--- src/rtl/noise_env_pwm.sv ---
// noise_env_pwm: gates a synchronised noise bit with an SPI-loaded, decaying 8-bit envelope
// and turns the gated level into a registered PWM bitstream for an RC-filter DAC.
module noise_env_pwm #(
    parameter int ENV_W      = 8,
    parameter int DIV_W      = 16,
    parameter int FRAME_BITS = 24
) (
    input  logic             sys_clk,
    input  logic             sys_rst,
    input  logic             noise_in,
    input  logic             spi_clock,
    input  logic             spi_data,
    input  logic             spi_cs,
    output logic             pwm_out,
    output logic [ENV_W-1:0] level,
    output logic             cfg_loaded,
    output logic             frame_err
);
    localparam int CNT_W = $clog2(FRAME_BITS + 2);
    localparam logic [CNT_W-1:0] FULL = CNT_W'(FRAME_BITS);
    localparam logic [CNT_W-1:0] SAT  = CNT_W'(FRAME_BITS + 1);

    logic [2:0]            sck_q, cs_q;
    logic [1:0]            mosi_q, noise_q;
    logic                  sck_rise, cs_fall, cs_rise, cs_low, noise_s;
    logic [FRAME_BITS-1:0] shift_q, shift_d;
    logic [CNT_W-1:0]      bitcnt_q, bitcnt_d, bit_base;
    logic                  armed_q, armed_d;
    logic [ENV_W-1:0]      env_q, env_d;
    logic [DIV_W-1:0]      div_q, div_d;
    logic [DIV_W-1:0]      presc_q, presc_d;
    logic [ENV_W-1:0]      level_q, level_d;
    logic [ENV_W-1:0]      pwm_cnt_q, pwm_cnt_d;
    logic [ENV_W-1:0]      duty_q, duty_d;
    logic                  pwm_q, pwm_d;
    logic                  cfg_q, cfg_d;
    logic                  err_q, err_d;
    logic                  commit, decay_tick;

    // Synchronisers carry no reset so the pin history survives sys_rst; a reset
    // therefore never fabricates a CS edge, and an interrupted frame stays unarmed.
    always_ff @(posedge sys_clk) begin
        sck_q   <= {sck_q[1:0], spi_clock};
        cs_q    <= {cs_q[1:0], spi_cs};
        mosi_q  <= {mosi_q[0], spi_data};
        noise_q <= {noise_q[0], noise_in};
    end

    assign sck_rise = sck_q[1] & ~sck_q[2];
    assign cs_fall  = cs_q[2] & ~cs_q[1];
    assign cs_rise  = ~cs_q[2] & cs_q[1];
    assign cs_low   = ~cs_q[1];
    assign noise_s  = noise_q[1];

    always_comb begin
        bit_base   = cs_fall ? '0 : bitcnt_q;
        shift_d    = (cs_low && sck_rise) ? {shift_q[FRAME_BITS-2:0], mosi_q[1]} : shift_q;
        bitcnt_d   = (cs_low && sck_rise && bit_base != SAT) ? bit_base + CNT_W'(1) : bit_base;
        armed_d    = cs_fall ? 1'b1 : (cs_rise ? 1'b0 : armed_q);
        // Only a frame opened by a CS fall seen since reset may commit.
        commit     = cs_rise && armed_q && bitcnt_q == FULL;
        cfg_d      = commit;
        err_d      = cs_rise && !commit;
        decay_tick = div_q != '0 && presc_q == div_q;
        env_d      = commit ? shift_q[FRAME_BITS-1 -: ENV_W]
                   : (decay_tick && env_q != '0) ? env_q - ENV_W'(1) : env_q;
        div_d      = commit ? shift_q[DIV_W-1:0] : div_q;
        presc_d    = (commit || decay_tick || div_q == '0) ? '0 : presc_q + DIV_W'(1);
        level_d    = noise_s ? env_q : '0;
        pwm_cnt_d  = pwm_cnt_q + ENV_W'(1);
        duty_d     = &pwm_cnt_q ? level_q : duty_q;
        pwm_d      = pwm_cnt_q < duty_q;
    end

    always_ff @(posedge sys_clk) begin
        if (sys_rst) begin
            shift_q   <= '0;
            bitcnt_q  <= '0;
            armed_q   <= 1'b0;
            env_q     <= '0;
            div_q     <= '0;
            presc_q   <= '0;
            level_q   <= '0;
            pwm_cnt_q <= '0;
            duty_q    <= '0;
            pwm_q     <= 1'b0;
            cfg_q     <= 1'b0;
            err_q     <= 1'b0;
        end else begin
            shift_q   <= shift_d;
            bitcnt_q  <= bitcnt_d;
            armed_q   <= armed_d;
            env_q     <= env_d;
            div_q     <= div_d;
            presc_q   <= presc_d;
            level_q   <= level_d;
            pwm_cnt_q <= pwm_cnt_d;
            duty_q    <= duty_d;
            pwm_q     <= pwm_d;
            cfg_q     <= cfg_d;
            err_q     <= err_d;
        end
    end

    assign pwm_out    = pwm_q;
    assign level      = level_q;
    assign cfg_loaded = cfg_q;
    assign frame_err  = err_q;
endmodule
--- config.mk ---
export PLATFORM = sky130hd
export DESIGN_NAME = noise_env_pwm
export DESIGN_NICKNAME = d
export VERILOG_FILES = /design/src/rtl/noise_env_pwm.sv
export SDC_FILE = /design/constraint.sdc
export NUM_CORES = 1
export LEC_CHECK = 0
export ABC_AREA = 1
export CORE_UTILIZATION = 42
export CTS_CLUSTER_DIAMETER = 80
export DETAILED_ROUTE_END_ITERATION = 7
export SLEW_MARGIN = 15
export SYNTH_ARGS = -nofsm -noshare
export SYNTH_HDL_FRONTEND = slang
export SYNTH_SLANG_ARGS = --single-unit
--- constraint.sdc ---
create_clock -name sys_clk -period 2.4 [get_ports sys_clk]
set_input_delay 0.6 -clock sys_clk [delete_from_list [all_inputs] [get_ports sys_clk]]
set_output_delay 0.6 -clock sys_clk [all_outputs]
set_load 0.005 [all_outputs]
-- Word-level counts from Yosys, hierarchy flattened
Cells that the tools add are included.
W data, S select, Z words.
- $lt $le $gt $ge: 1
- add/subtract/negate cells: 4
- multiplexer cells: 6
- bitwise gates (word level): 7
- equal/unequal tests: 3
- reduce and logical (&&, ||, !) cells: 18
- operators with widths (operator ; count):
    $add A16 B1 Y16 const B ; 1
    $eq A16 B16 Y1 ; 1
    $logic_not A16 Y1 ; 1
    $mux W8 ; 2
    $reduce_bool A16 Y1 ; 1
    $mux W5 ; 2
    $add A8 B1 Y8 const B ; 1
    $lt A8 B8 Y1 ; 1
    $reduce_and A8 Y1 ; 1
    $reduce_bool A8 Y1 ; 1
    $sub A8 B1 Y8 const B ; 1
    $logic_and A1 B1 Y1 ; 7
    $add A5 B1 Y5 const B ; 1
    $eq A5 B5 Y1 const B ; 1
    $ne A5 B5 Y1 const B ; 1
    $not A1 Y1 ; 4
    $reduce_bool A2 Y1 ; 2
    $reduce_or A2 Y1 ; 2
    $and A1 B1 Y1 ; 3
    $logic_or A1 B1 Y1 ; 2
    $mux W1 ; 2
    $logic_not A1 Y1 ; 1
- register bits: 107
- input bits: 6
- output and inout port bits: 11
- logic and storage cells: 55

-- Logic depth before layout (Yosys ltp)
- depth after elaboration: 7
- depth in mapped cells: 13
- mapped depth without buffers: 13

-- Worst setup path before layout
OpenSTA, ideal clock, no wires.
- kind: register to register
- start: register cs_q[1]
- end: register bitcnt_q[3]
- stages on the path, launching flop included: 12
- setup slack: 0.692 ns
- required time: 2.281 ns
- data arrival time: 1.589 ns
- library setup time: 0.119 ns
- buffers on the path: 0
- period minus slack after synthesis: 1.708 ns
- cell sequence: dfxtp_1 > inv_1 > ha_1 > nor2_1 > inv_1 > ha_1 > nand3_1 > nand2_1 > inv_2 > nand4_1 > o21ai_0 > a21oi_1
- cells in the longest elaborated chain, start to end: 6
- elaborated cells between the ends (all ways): 8
- classes of those cells: add/sub (1); eq/ne (1); mux (2); bitwise (2); reduce/logical (2)
- ends and longest elaborated chain (what ; RTL line ; source):
    start: declaration ; 23 ; logic [2:0] sck_q, cs_q;
    start signal: assignment ; 44 ; cs_q <= {cs_q[1:0], spi_cs};
    $not A1 Y1 * ; 50, 52 ;
    parallel branches: the longest is 4 deep, another holds $add A5 B1 Y5 ; n/a ;
    $mux W5 * ; 58 ; bitcnt_d = (cs_low && sck_rise && bit_base != SAT) ? bit_base + CNT_W'(1) : bit_base;
    end signal: assignment ; 91 ; bitcnt_q <= bitcnt_d;
    end: declaration ; 27 ; logic [CNT_W-1:0] bitcnt_q, bitcnt_d, bit_base;
Every way passes the cells marked *.
A chain may end at the register's enable or synchronous reset.

-- Worst setup path in the final report
- start: register cs_q[1]
- end: register div_q[8]
- cells in the longest elaborated chain, start to end: 3
- ends and longest elaborated chain (what ; RTL line ; source):
    $and A1 B1 Y1 ; 51 ; assign cs_rise = ~cs_q[2] & cs_q[1];
    $logic_and A1 B1 Y1 (2 in series) ; 61 ; commit = cs_rise && armed_q && bitcnt_q == FULL;
    end signal: assignment ; 94 ; div_q <= div_d;
    end: declaration ; 30 ; logic [DIV_W-1:0] div_q, div_d;
Every way passes these cells.

==> results.json <==
{
  "avgRoutedWirePerCell_um": 11.8,
  "final_cell_mix": "nand2_1, dfxtp_1, inv_1",
  "cts_tree": "yes",
  "syn_area_mm2": 0.00468,
  "overflow": 0,
  "tightest_slew_ns": 0.603,
  "finalHoldViolations": 0,
  "gp_congestion": 0.822,
  "fmax_ghz": 0.491,
  "ys_seq_area_frac": 0.458,
  "dp_hpwl_mm": 6.68,
  "ir_drop_uv": 410,
  "layout_commonest_cell": "nand2_1",
  "antenna_found_initial": 0,
  "yosysTopAreaCellShare": 0.458,
  "grt_usage": 0.177,
  "vias": 3836,
  "num_rows": 38,
  "setup-violations-final": 0,
  "start_util": 0.432,
  "totalWireLength_mm": 9.28,
  "synth_seq_cells": 107,
  "drtIter0Drc": 194,
  "relSlewSlack": 0.597,
  "drt-pass1-iter-count": 4,
  "ys_types": 31,
  "clock_sinks": 107,
  "h-tree-depth": 3,
  "ios": 17,
  "cts_max_path_buffers": 2,
  "fp.dieH_um": 108,
  "cts_inserted_buffers": 9,
  "die_x_um": 108,
  "drive_above_1_share": 0.0774,
  "ctsResizeCount": 0,
  "fin_crit_sh": 0.848,
  "p_total_mw": 3.14,
  "drv_slew": 0,
  "drc": 0,
  "yosysWarnings": 0,
  "grt_pass1_wl_mm": 16.1,
  "critPathRequiredTime_ns": 2.62,
  "crit_type": "reg2reg",
  "endpoint_kind": "flip-flop",
  "worstSetupStartpointType": "flip-flop",
  "yosysTopAreaCell": "dfxtp_1",
  "antennaDiodeCount": 0,
  "synthesis.nets": 645,
  "leakage_nw": 2.16,
  "max-cap-violations": 0,
  "routed_via_density": 4.88,
  "fin_tns_setup_ns": 0,
  "postRouteAntennaNets": 0,
  "clkTransAtPathRegs_ns": 0.11,
  "syn_area_per_cell_um2": 7.50,
  "hold_class": "reg2reg",
  "fin_crit_ns": 2.04,
  "grt_max_degree": 46,
  "synthTopCellsByArea": "dfxtp_1, nand2_1, inv_1",
  "synthCells": 624,
  "layout.nets": 662,
  "postCtsSetupBuffers": 0,
  "die_area_mm2": 0.0116,
  "crit_fanout": 15,
  "p_per_area_mw_per_mm2": 604,
  "critPathArrivalTime_ns": 2.26,
  "grt_pass1_vias": 3501,
  "skew_ns": 0.0169,
  "io_buffers": 16,
  "cts_root_buffer": "clkbuf_8",
  "rsz0062_at_grt": "no",
  "insertion_delay_ns": 0.38,
  "synthToLayoutAreaGrowth_pct": 11.1,
  "status": "finished clean",
  "ctsHoldBuffers": 0,
  "design.core.area_mm2": 0.0108
}
-- layer usage --
metal  vias up  share of wire  track usage
li1       2034              -            -
met1      1754           0.49        0.229
met2        37           0.47        0.291
met3        11          0.026       0.0381
met4         0          0.013       0.0558
met5         -              0            0
-- flip-flops by register name, indices dropped and copies added, names as in the netlist, 2 cells and up --
register,count
div_q,16
cs_q,3
level,8
presc_q,16
env_q,8
shift_q,24
bitcnt_q,5
duty_q,8
mosi_q,2
sck_q,3
pwm_cnt_q,8
noise_q,2
-- through the flow --
step	worst slack (ns)	hold slack [ns]	cell area (µm²)	instances	utilization
after floorplan	0.692	0.310	4680	624	-
after global placement	0.306	0.311	4980	770	0.460
after detailed placement	0.311	0.312	4980	770	0.460
after CTS	0.345	0.334	5200	786	0.479
after global routing	0.0981	0.349	5200	786	0.479
final	0.364	0.336	5200	786	0.479
-- report_power, final --
part	total, mW	switching, mW	internal, mW
Sequential	1.83	0.0196	1.81
Clock	1.19	0.652	0.534
Combinational	0.120	0.0753	0.0451
Total	3.14	0.747	2.39
-- layout make-up --
type,instances,area [µm²]
inverter,102,383
multi-input combinational,402,2100
clock buffer,10,138
fill,1102,5640
sequential,107,2140
tap,140,175
timing repair buffer,19,183
clock inverter,6,76.3
-- critical path: stages, from the launching register on --
cell,delay [ns]
dfxtp_1,0.43
ha_1,0.20
inv_1,0.08
nor3_1,0.21
nand2_2,0.17
inv_2,0.15
nor2_4,0.07
inv_1,0.42
o22ai_1,0.15
-- synthesized netlist by cell type, drive strengths merged --
master	instances
o22ai	14
a21oi	56
nand4	11
xor2	11
nand3b	1
o21ai	51
nand2	121
inv	100
clkbuf	10
a31oi	2
nor2	75
xnor2	3
nand3	25
ha	15
dfxtp	107
or2	2
clkinv	2
nor3	14
o21bai	1
buf	3
-- logic make-up (layout without fill, tap and decap cells) --
| family | after synthesis | count (layout) | synth area share |
|---|---|---|---|
| buffers and inverters | 115 | 137 | 0.0944 |
| xor gates and xnor gates | 14 | 14 | 0.0262 |
| AOI/OAI and AO/OA | 124 | 124 | 0.138 |
| adders and majority gates | 15 | 15 | 0.0401 |
| and+or+nand+nor | 249 | 249 | 0.243 |
| DFF | 107 | 107 | 0.458 |
-- worst paths after layout --
check / startpoint / end / slack (ns) / depth (start not counted)
setup reg to reg: cs_q[1] / div_q[8] / 0.36 / 8
hold / removal: noise_q[0] / noise_q[1] / 0.34 / 0
hold reg to reg: noise_q[0] / noise_q[1] / 0.34 / 0
setup / recovery: cs_q[1] / div_q[8] / 0.36 / 8
Power figures use the tool's default switching activity.
